**config.mk**
```make
export PLATFORM = sky130hd
export DESIGN_NAME = cache_controller_flat
export DESIGN_NICKNAME = d
export VERILOG_FILES = /design/src/rtl/cache_controller_if.sv /design/src/rtl/cache_controller.sv /design/src/flat_wrapper.sv
export SDC_FILE = /design/constraint.sdc
export NUM_CORES = 1
export LEC_CHECK = 0
export CORE_MARGIN = 2
export CORE_UTILIZATION = 40
export CTS_CLUSTER_SIZE = 24
export DETAILED_ROUTE_END_ITERATION = 8
export PLACE_DENSITY = 0.78
export RECOVER_POWER = 25
export SLEW_MARGIN = 10
export SYNTH_ARGS = -nofsm -noshare
export SYNTH_HDL_FRONTEND = slang
export SYNTH_SLANG_ARGS = --single-unit
```
**constraint.sdc**
```tcl
create_clock -name clk -period 2.5 [get_ports clk]
set_clock_uncertainty 0.1 [all_clocks]
set_input_delay 0.625 -clock clk [delete_from_list [all_inputs] [get_ports clk]]
set_output_delay 0.625 -clock clk [all_outputs]
set_load 0.05 [all_outputs]
```
**src/rtl/cache_controller_if.sv**
```systemverilog
// Request, response and storage-port signal bundle for cache_controller.
// slave is the controller's view; master is the requester/storage side.
interface cache_controller_if #(
    parameter int NUM_ENTRIES = 16,
    parameter int KEY_WIDTH   = 16,
    parameter int VALUE_WIDTH = 64
);
    logic                   req_valid;
    logic                   req_ready;
    logic [1:0]             req_op;
    logic [KEY_WIDTH-1:0]   req_key;
    logic [VALUE_WIDTH-1:0] req_value;

    logic                   resp_valid;
    logic                   resp_ready;
    logic [1:0]             resp_status;
    logic [VALUE_WIDTH-1:0] resp_value;

    logic                   mem_write;
    logic                   mem_select_by_index;
    logic                   mem_delete;
    logic [KEY_WIDTH-1:0]   mem_key;
    logic [VALUE_WIDTH-1:0] mem_value;
    logic [NUM_ENTRIES-1:0] mem_index;

    logic [VALUE_WIDTH-1:0] mem_value_in;
    logic [NUM_ENTRIES-1:0] mem_index_in;
    logic                   mem_hit;
    logic [NUM_ENTRIES-1:0] mem_used;

    modport slave (
        input  req_valid, req_op, req_key, req_value, resp_ready,
               mem_value_in, mem_index_in, mem_hit, mem_used,
        output req_ready, resp_valid, resp_status, resp_value,
               mem_write, mem_select_by_index, mem_delete, mem_key, mem_value, mem_index
    );

    modport master (
        output req_valid, req_op, req_key, req_value, resp_ready,
               mem_value_in, mem_index_in, mem_hit, mem_used,
        input  req_ready, resp_valid, resp_status, resp_value,
               mem_write, mem_select_by_index, mem_delete, mem_key, mem_value, mem_index
    );
endinterface

```
**src/rtl/cache_controller.sv**
```systemverilog
// Key/value cache controller: GET/PUT/DEL against an external associative store.
// Define CACHE_CTRL_EVICT_EN to evict round-robin on a PUT miss when the store is full.
module cache_controller #(
    parameter int NUM_ENTRIES = 16,
    parameter int KEY_WIDTH   = 16,
    parameter int VALUE_WIDTH = 64
) (
    input logic               clk,
    input logic               rst_n,
    cache_controller_if.slave bus
);
    typedef enum logic [2:0] {IDLE, LOOKUP, WRITE, DELETE, RESP} state_t;

    localparam logic [1:0] OP_GET  = 2'b00;
    localparam logic [1:0] OP_PUT  = 2'b01;
    localparam logic [1:0] OP_RSV  = 2'b11;
    localparam logic [1:0] ST_OK   = 2'b00;
    localparam logic [1:0] ST_MISS = 2'b01;
    localparam logic [1:0] ST_FULL = 2'b10;
    localparam logic [1:0] ST_ERR  = 2'b11;
    localparam logic [NUM_ENTRIES-1:0] ONE = {{(NUM_ENTRIES-1){1'b0}}, 1'b1};

    state_t                 state_q, state_d;
    logic [1:0]             op_q;
    logic [KEY_WIDTH-1:0]   key_q;
    logic [VALUE_WIDTH-1:0] value_q;
    logic [NUM_ENTRIES-1:0] target_q, target_d;
    logic [1:0]             status_q, status_d;
    logic [VALUE_WIDTH-1:0] rdata_q, rdata_d;
    logic [NUM_ENTRIES-1:0] used_plus1;
    logic [NUM_ENTRIES-1:0] free_oh;
    logic                   full;

    // Lowest clear bit of mem_used as one-hot; zero when every cell is occupied.
    assign used_plus1 = bus.mem_used + ONE;
    assign free_oh    = ~bus.mem_used & used_plus1;
    assign full       = &bus.mem_used;

`ifdef CACHE_CTRL_EVICT_EN
    localparam int IDX_W = (NUM_ENTRIES > 1) ? $clog2(NUM_ENTRIES) : 1;
    localparam logic [IDX_W-1:0] LAST_IDX = IDX_W'(NUM_ENTRIES - 1);
    logic [IDX_W-1:0] victim_q;
    logic             evict_q, evict_d;
`endif

    always_comb begin
        state_d  = state_q;
        target_d = target_q;
        status_d = status_q;
        rdata_d  = rdata_q;
`ifdef CACHE_CTRL_EVICT_EN
        evict_d  = evict_q;
`endif
        bus.req_ready           = 1'b0;
        bus.resp_valid          = 1'b0;
        bus.resp_status         = ST_OK;
        bus.resp_value          = '0;
        bus.mem_write           = 1'b0;
        bus.mem_select_by_index = 1'b0;
        bus.mem_delete          = 1'b0;
        bus.mem_key             = '0;
        bus.mem_value           = '0;
        bus.mem_index           = '0;

        case (state_q)
            IDLE: begin
                bus.req_ready = 1'b1;
                if (bus.req_valid) state_d = LOOKUP;
            end
            LOOKUP: begin
                bus.mem_key = key_q;
                status_d    = ST_OK;
                rdata_d     = '0;
                target_d    = '0;
`ifdef CACHE_CTRL_EVICT_EN
                evict_d     = 1'b0;
`endif
                if (key_q == '0 || op_q == OP_RSV) begin
                    status_d = ST_ERR;
                    state_d  = RESP;
                end else if (op_q == OP_GET) begin
                    state_d = RESP;
                    if (bus.mem_hit) rdata_d  = bus.mem_value_in;
                    else             status_d = ST_MISS;
                end else if (op_q == OP_PUT) begin
                    state_d = WRITE;
                    if (bus.mem_hit) begin
                        target_d = bus.mem_index_in;
                    end else if (!full) begin
                        target_d = free_oh;
                    end else begin
`ifdef CACHE_CTRL_EVICT_EN
                        target_d = ONE << victim_q;
                        evict_d  = 1'b1;
`else
                        status_d = ST_FULL;
                        state_d  = RESP;
`endif
                    end
                end else begin
                    if (bus.mem_hit) begin
                        target_d = bus.mem_index_in;
                        state_d  = DELETE;
                    end else begin
                        status_d = ST_MISS;
                        state_d  = RESP;
                    end
                end
            end
            WRITE: begin
                bus.mem_write           = 1'b1;
                bus.mem_select_by_index = 1'b1;
                bus.mem_index           = target_q;
                bus.mem_key             = key_q;
                bus.mem_value           = value_q;
                state_d                 = RESP;
            end
            DELETE: begin
                bus.mem_delete          = 1'b1;
                bus.mem_select_by_index = 1'b1;
                bus.mem_index           = target_q;
                bus.mem_key             = key_q;
                state_d                 = RESP;
            end
            RESP: begin
                bus.resp_valid  = 1'b1;
                bus.resp_status = status_q;
                bus.resp_value  = rdata_q;
                if (bus.resp_ready) state_d = IDLE;
            end
            default: state_d = IDLE;
        endcase
    end

    always_ff @(posedge clk or negedge rst_n) begin
        if (!rst_n) begin
            state_q <= IDLE;
        end else begin
            state_q <= state_d;
        end
    end

    always_ff @(posedge clk or negedge rst_n) begin
        if (!rst_n) begin
            op_q     <= '0;
            key_q    <= '0;
            value_q  <= '0;
            target_q <= '0;
            status_q <= ST_OK;
            rdata_q  <= '0;
        end else begin
            if (state_q == IDLE && bus.req_valid) begin
                op_q    <= bus.req_op;
                key_q   <= bus.req_key;
                value_q <= bus.req_value;
            end
            target_q <= target_d;
            status_q <= status_d;
            rdata_q  <= rdata_d;
        end
    end

`ifdef CACHE_CTRL_EVICT_EN
    // Pointer advances only when an eviction write actually completes.
    always_ff @(posedge clk or negedge rst_n) begin
        if (!rst_n) begin
            victim_q <= '0;
            evict_q  <= 1'b0;
        end else begin
            evict_q <= evict_d;
            if (state_q == WRITE && evict_q)
                victim_q <= (victim_q == LAST_IDX) ? '0 : victim_q + IDX_W'(1);
        end
    end
`endif
endmodule

```
**src/flat_wrapper.sv**
```systemverilog
// flat-port wrapper written by rule: the top's interface ports become plain ports
module cache_controller_flat 
#(
    parameter int NUM_ENTRIES = 16,
    parameter int KEY_WIDTH   = 16,
    parameter int VALUE_WIDTH = 64
)
  (clk, rst_n, bus_req_valid, bus_req_op, bus_req_key, bus_req_value, bus_resp_ready, bus_mem_value_in, bus_mem_index_in, bus_mem_hit, bus_mem_used, bus_req_ready, bus_resp_valid, bus_resp_status, bus_resp_value, bus_mem_write, bus_mem_select_by_index, bus_mem_delete, bus_mem_key, bus_mem_value, bus_mem_index);
  cache_controller_if #(.NUM_ENTRIES(NUM_ENTRIES), .KEY_WIDTH(KEY_WIDTH), .VALUE_WIDTH(VALUE_WIDTH)) bus_i ();
  input logic clk;
  input logic rst_n;
  input wire logic [$bits(bus_i.req_valid)-1:0] bus_req_valid;
  input wire logic [$bits(bus_i.req_op)-1:0] bus_req_op;
  input wire logic [$bits(bus_i.req_key)-1:0] bus_req_key;
  input wire logic [$bits(bus_i.req_value)-1:0] bus_req_value;
  input wire logic [$bits(bus_i.resp_ready)-1:0] bus_resp_ready;
  input wire logic [$bits(bus_i.mem_value_in)-1:0] bus_mem_value_in;
  input wire logic [$bits(bus_i.mem_index_in)-1:0] bus_mem_index_in;
  input wire logic [$bits(bus_i.mem_hit)-1:0] bus_mem_hit;
  input wire logic [$bits(bus_i.mem_used)-1:0] bus_mem_used;
  output wire logic [$bits(bus_i.req_ready)-1:0] bus_req_ready;
  output wire logic [$bits(bus_i.resp_valid)-1:0] bus_resp_valid;
  output wire logic [$bits(bus_i.resp_status)-1:0] bus_resp_status;
  output wire logic [$bits(bus_i.resp_value)-1:0] bus_resp_value;
  output wire logic [$bits(bus_i.mem_write)-1:0] bus_mem_write;
  output wire logic [$bits(bus_i.mem_select_by_index)-1:0] bus_mem_select_by_index;
  output wire logic [$bits(bus_i.mem_delete)-1:0] bus_mem_delete;
  output wire logic [$bits(bus_i.mem_key)-1:0] bus_mem_key;
  output wire logic [$bits(bus_i.mem_value)-1:0] bus_mem_value;
  output wire logic [$bits(bus_i.mem_index)-1:0] bus_mem_index;
  assign bus_i.req_valid = bus_req_valid;
  assign bus_i.req_op = bus_req_op;
  assign bus_i.req_key = bus_req_key;
  assign bus_i.req_value = bus_req_value;
  assign bus_i.resp_ready = bus_resp_ready;
  assign bus_i.mem_value_in = bus_mem_value_in;
  assign bus_i.mem_index_in = bus_mem_index_in;
  assign bus_i.mem_hit = bus_mem_hit;
  assign bus_i.mem_used = bus_mem_used;
  assign bus_req_ready = bus_i.req_ready;
  assign bus_resp_valid = bus_i.resp_valid;
  assign bus_resp_status = bus_i.resp_status;
  assign bus_resp_value = bus_i.resp_value;
  assign bus_mem_write = bus_i.mem_write;
  assign bus_mem_select_by_index = bus_i.mem_select_by_index;
  assign bus_mem_delete = bus_i.mem_delete;
  assign bus_mem_key = bus_i.mem_key;
  assign bus_mem_value = bus_i.mem_value;
  assign bus_mem_index = bus_i.mem_index;
  cache_controller #(.NUM_ENTRIES(NUM_ENTRIES), .KEY_WIDTH(KEY_WIDTH), .VALUE_WIDTH(VALUE_WIDTH)) u_core (.clk(clk), .rst_n(rst_n), .bus(bus_i));
endmodule
```
Word level (Yosys, flattened, before mapping)
Cells that the tools add are included.
{ "totals": {"ff_bits": 167, "output_inout_bits": 167} }
{ "op_classes": {"eq_ne": 8, "n_mux": 34, "n_bitwise": 2, "n_addsub": 1, "reduce_logical": 9} }
{ "ops": {"columns": ["op", "count"], "rows": [
  ["2-to-1 mux 64 bit", 5],
  ["2-to-1 mux 16 bit", 8],
  ["2-to-1 mux 3 bit", 8],
  ["adder 16 x 1 -> 16 bit (second input constant)", 1],
  ["AND 16 bit", 1],
  ["logical NOT 16 bit", 1],
  ["inverter 16 bit", 1],
  ["AND reduction 16 bit", 1],
  ["2-to-1 mux 2 bit", 6],
  ["one-hot mux 3 bit (4 select lines)", 1],
  ["== test 3 x 2 -> 1 bit (second input constant)", 2],
  ["2-to-1 mux 1 bit", 6],
  ["!= test 2 bit (second input constant)", 2],
  ["== test 3 x 1 -> 1 bit (second input constant)", 1],
  ["== test 3 bit (second input constant)", 1],
  ["logical NOT 3 bit", 1],
  ["OR reduction 3 bit", 1],
  ["== test 2 x 1 -> 1 bit (second input constant)", 1],
  ["== test 2 bit (second input constant)", 1],
  ["logical NOT 2 bit", 1],
  ["AND reduction 2 bit", 1],
  ["OR reduction 2 bit", 1],
  ["logical AND 1 bit", 1],
  ["logical OR 1 bit", 1]
]} }

Logic depth before layout (Yosys ltp)
{ "depth": {"word_depth": 7, "mapped_depth": 7, "depth_no_buf": 4} }

Worst setup path after synthesis
Ideal clock, no wire load.
{ "synth_path": {"path_kind": "register to register", "from": "register u_core.state_q[0]", "to": "register u_core.key_q[10]", "n_path_buf": 2, "arrival_ps": 2509, "setup_ps": 125, "stages_incl_launch_ff": 6, "setup_slack_ps": -234, "cell_sequence": "dfrtp_1 -> nor3_1 -> and2_1 -> buf_2 -> buf_2 -> mux2_2"} }
{ "synth_via": {"elab_chain_cells": 2} }
{ "synth_lines": {"columns": ["item", "line", "text"], "rows": [
  ["start: declaration", "cache_controller.sv:23", "state_t state_q, state_d;"],
  ["start signal: assignment", "cache_controller.sv:139", "state_q <= state_d;"],
  ["logical NOT 3 bit", "cache_controller.sv:152", "if (state_q == IDLE && bus.req_valid) begin"],
  ["logical AND 1 bit", "cache_controller.sv:152", null],
  ["end signal: assignment", "cache_controller.sv:154", "key_q <= bus.req_key;"],
  ["end: declaration", "cache_controller.sv:25", "logic [KEY_WIDTH-1:0] key_q;"]
]} }
Every way passes these cells.
A chain may end at the register's enable or synchronous reset.

Worst setup path in the final report
{ "layout_path": {"from": "register u_core.state_q[2]", "to": "output bus_mem_value[59]"} }
{ "layout_via": {"elab_chain_cells": 2} }
{ "layout_lines": {"columns": ["item", "line", "text"], "rows": [
  ["== test 3 x 2 -> 1 bit", "cache_controller.sv:65", "case (state_q)"],
  ["2-to-1 mux 64 bit", "cache_controller.sv:65", null],
  ["end: declaration", "flat_wrapper.sv:29", "output wire logic [$bits(bus_i.mem_value)-1:0] bus_mem_value;"]
]} }
Every way passes these cells.

==> metrics.csv <==
stage,metric,value,unit
routing,dr_wl_met3,1990,um
floorplan,fp.dieH,142,um
routing,drt_iter0_markers,323,
routing,routed_via_density,5.46,
timing,max_freq,396,MHz
timing,rsz0062_at_grt,true,
floorplan,die_x,142,um
routing,met2_length,13900,um
power,leakagePower,6.29,nW
timing,layout_min_cycle_time,2530,ps
routing,ant_nets,0,
status,run_status,"complete, but fails checks",
min_path,min_path_type,in2async,
synthesis,seq_area_frac_synth,54.9,%
worst_setup_path,rr_worst_depth,5,
grt,grt_max_degree,68,
clock_tree,clk_latency,430,ps
synthesis,ys_warn_count,0,
synthesis,syn_area,7610,sq um
clock_tree,htreeDepth,4,
synthesis,avgSynthCellArea,11.8,sq um
final_layout,final_util,77.3,%
routing,drt_wl_total,27300,um
worst_setup_path,cp.required,1770,ps
synthesis,yosysUniqueCellTypes,43,
worst_setup_path,endpoint_kind,output pin,
synthesis,synth_top_area_share,54.9,%
worst_setup_path,arrival,1800,ps
clock_tree,ctsRootBufferMaster,clkbuf_16,
final_layout,layout-drive-gt1-share,43.1,%
clock_tree,cts_tree,done,
final_layout,area_delta_synth_final,89.8,%
floorplan,fp.dieArea,20200,sq um
worst_setup_path,path_class,reg2out,
floorplan,coreArea,18700,sq um
clock_tree,cts-buffers-inserted,17,
place,placed_cell_area,13100,sq um
final_layout,nFillCells,1091,
timing,worst_slack,-25.2,ps
run,maxCapViolCount,0,
clock_tree,clk_pin_slew_worst_paths,70,ps
synthesis,netlist_top_cells_area,"dfrtp_1 (55%), mux2_2 (12%), and2_1 (8.1%)",
grt,grt_pass1_vias,6998,
synthesis,netlist_top_cells_count,"dfrtp_1 (167), and2_1 (99), mux2_2 (82)",
timing,drv_slew,0,
grt,antenna_found_initial,0,
grt,grt_usage,25.3,%
synthesis,synth.net_count,828,
routing,routed.top_layer,met4,
worst_setup_path,reg2reg_slack,310,ps
final_layout,final_area,14500,sq um
place,io_buffers,349,
grt,grt_pass1_wl,39200,um
worst_setup_path,crit_path_start_kind,register,
synthesis,yosys.area.top_type,dfrtp_1,
synthesis,synth-edff-count,0,
clock_tree,ctsHoldBuffers,0,
floorplan,rows,50,
clock_tree,clk_path_buf_depth,2,
routing,drt_first_pass_iters,5,
power,power_density,1020,nW/um^2
routing,drc,0,
timing,setup_viol,29,
synthesis,async_flop_share,100,%
timing,max-slew-margin-rel,12.7,%
worst_setup_path,critical_path.max_fanout,8,
final_layout,diodes,0,
timing,min_period_over_period,101,%
power,ir_drop,0.000661,V
routing,vias,6830,
timing,hold_ws,377,ps
timing,hold_viol_final,0,
floorplan,initial_utilization,40.7,%
worst_setup_path,r2r-end,u_core.rdata_q[48],
place,hpwl,17900,um
synthesis,ys_ff_latch,167,
final_layout,fin_nets,1187,
worst_setup_path,regToRegStartpoint,u_core.state_q[2],
timing,worst_slew_pin_slew,1310,ps
synthesis,yosysMostFrequentCell,dfrtp_1,
place,globalplace.congestion,0.795,
status,violations,setup timing,
synthesis,synth_cells,645,
floorplan,io_pins,350,
clock_tree,clkSinkCount,167,
routing,routedWlPerCell,21.8,um
grt,grt_overflow,0,
routing,met1Wirelength,10500,um
synthesis,synthFlopType,dfrtp_1,
## area by class of cell
| type | instances | area (sq um) | area share (%) |
|---|---|---|---|
| clock inverter | 14 | 168 | 1.16 |
| timing repair buffer | 396 | 5830 | 40.3 |
| clock buffer | 18 | 439 | 3.04 |
| multi-input combinational | 415 | 3520 | 24.4 |
| inverter | 7 | 26.3 | 0.182 |
| sequential | 167 | 4180 | 28.9 |
| tap | 234 | 293 | 2.03 |
## cell usage in the layout (no fill, tap or decap), types with 5 or more instances in the layout
cell type	count
nand3_1	6
clkdlybuf4s50_1	181
nand2_1	22
and3_4	34
buf_12	176
clkinv_4	5
inv_1	7
and3_1	30
a22o_1	64
and2_1	33
mux2_2	82
clkbuf_16	23
nand4_1	7
nor4_1	6
nor3_1	6
and2_4	66
buf_4	18
o21ai_0	6
dfrtp_1	165
## power breakdown
group          internal, mW  switching [mW]  leakage (nW)  total, mW
sequential             3.96           0.810          2.11       4.77
combinational          3.71            3.50          3.88       7.21
clock                  1.53            1.18         0.295       2.71
## per-layer routing
metal / track usage [%] / vias up
met2: 43.3 / 308
met1: 30.1 / 3428
li1: - / 3031
met3: 8.08 / 63
met4: 9.37 / 0
met5: 0 / -
## flip-flops by register name (all words and copies together), names as in the netlist
register / flops
u_core.rdata_q: 64
u_core.value_q: 64
u_core.key_q: 16
u_core.target_q: 16
u_core.state_q: 3
u_core.op_q: 2
u_core.status_q: 2
## cells by family after synthesis
logic type,Yosys count,synth area share [%]
XOR/XNOR,1,0.115
AND/OR/NAND/NOR,231,18.3
AO/OA/AOI/OAI,100,10.7
buffers and inverters,63,3.75
multiplexers,83,12.3
flip-flops,167,54.9
## per-stage QoR
stage                     setup WS [ps]  setup TNS, ps  instances  total power, mW
after global placement             32.2              0       1197             10.9
after CTS                         -53.2          -1070       1239             14.1
final                             -25.2           -349       1251             14.7
after detailed placement          -15.5           -169       1197             11.1
after global routing               -105          -6000       1251             15.4
after floorplan                     161              0        645             8.17
## worst max path at each step
stage / start / to / slack [ps] / cells past startpoint
detailed placement: bus_mem_hit / u_core.rdata_q[63] / -20 / 7
global route: u_core.state_q[2] / bus_mem_value[59] / -110 / 6
floorplan: u_core.state_q[2] / bus_mem_delete / 160 / 4
finish: u_core.state_q[2] / bus_mem_value[59] / -30 / 6
CTS: u_core.state_q[2] / bus_mem_value[29] / -50 / 6
global placement: bus_mem_hit / u_core.target_q[7] / 30 / 5
## critical path, cell delays in order, from the launching register on
cell and delay (ps):
dfrtp_2 430, nor2b_2 130, nor2b_4 190, buf_8 170, clkbuf_16 170, and2_4 160, buf_12 130
## repair_timing
item | CTS | global route
buffers inserted | 7 | 3
endpoints found under the setup margin | 116 | 135
resized for setup | 63 | 59
pin swaps | 1 | 63
cloned | 4 | 9
(Power assumes the default switching activity.)
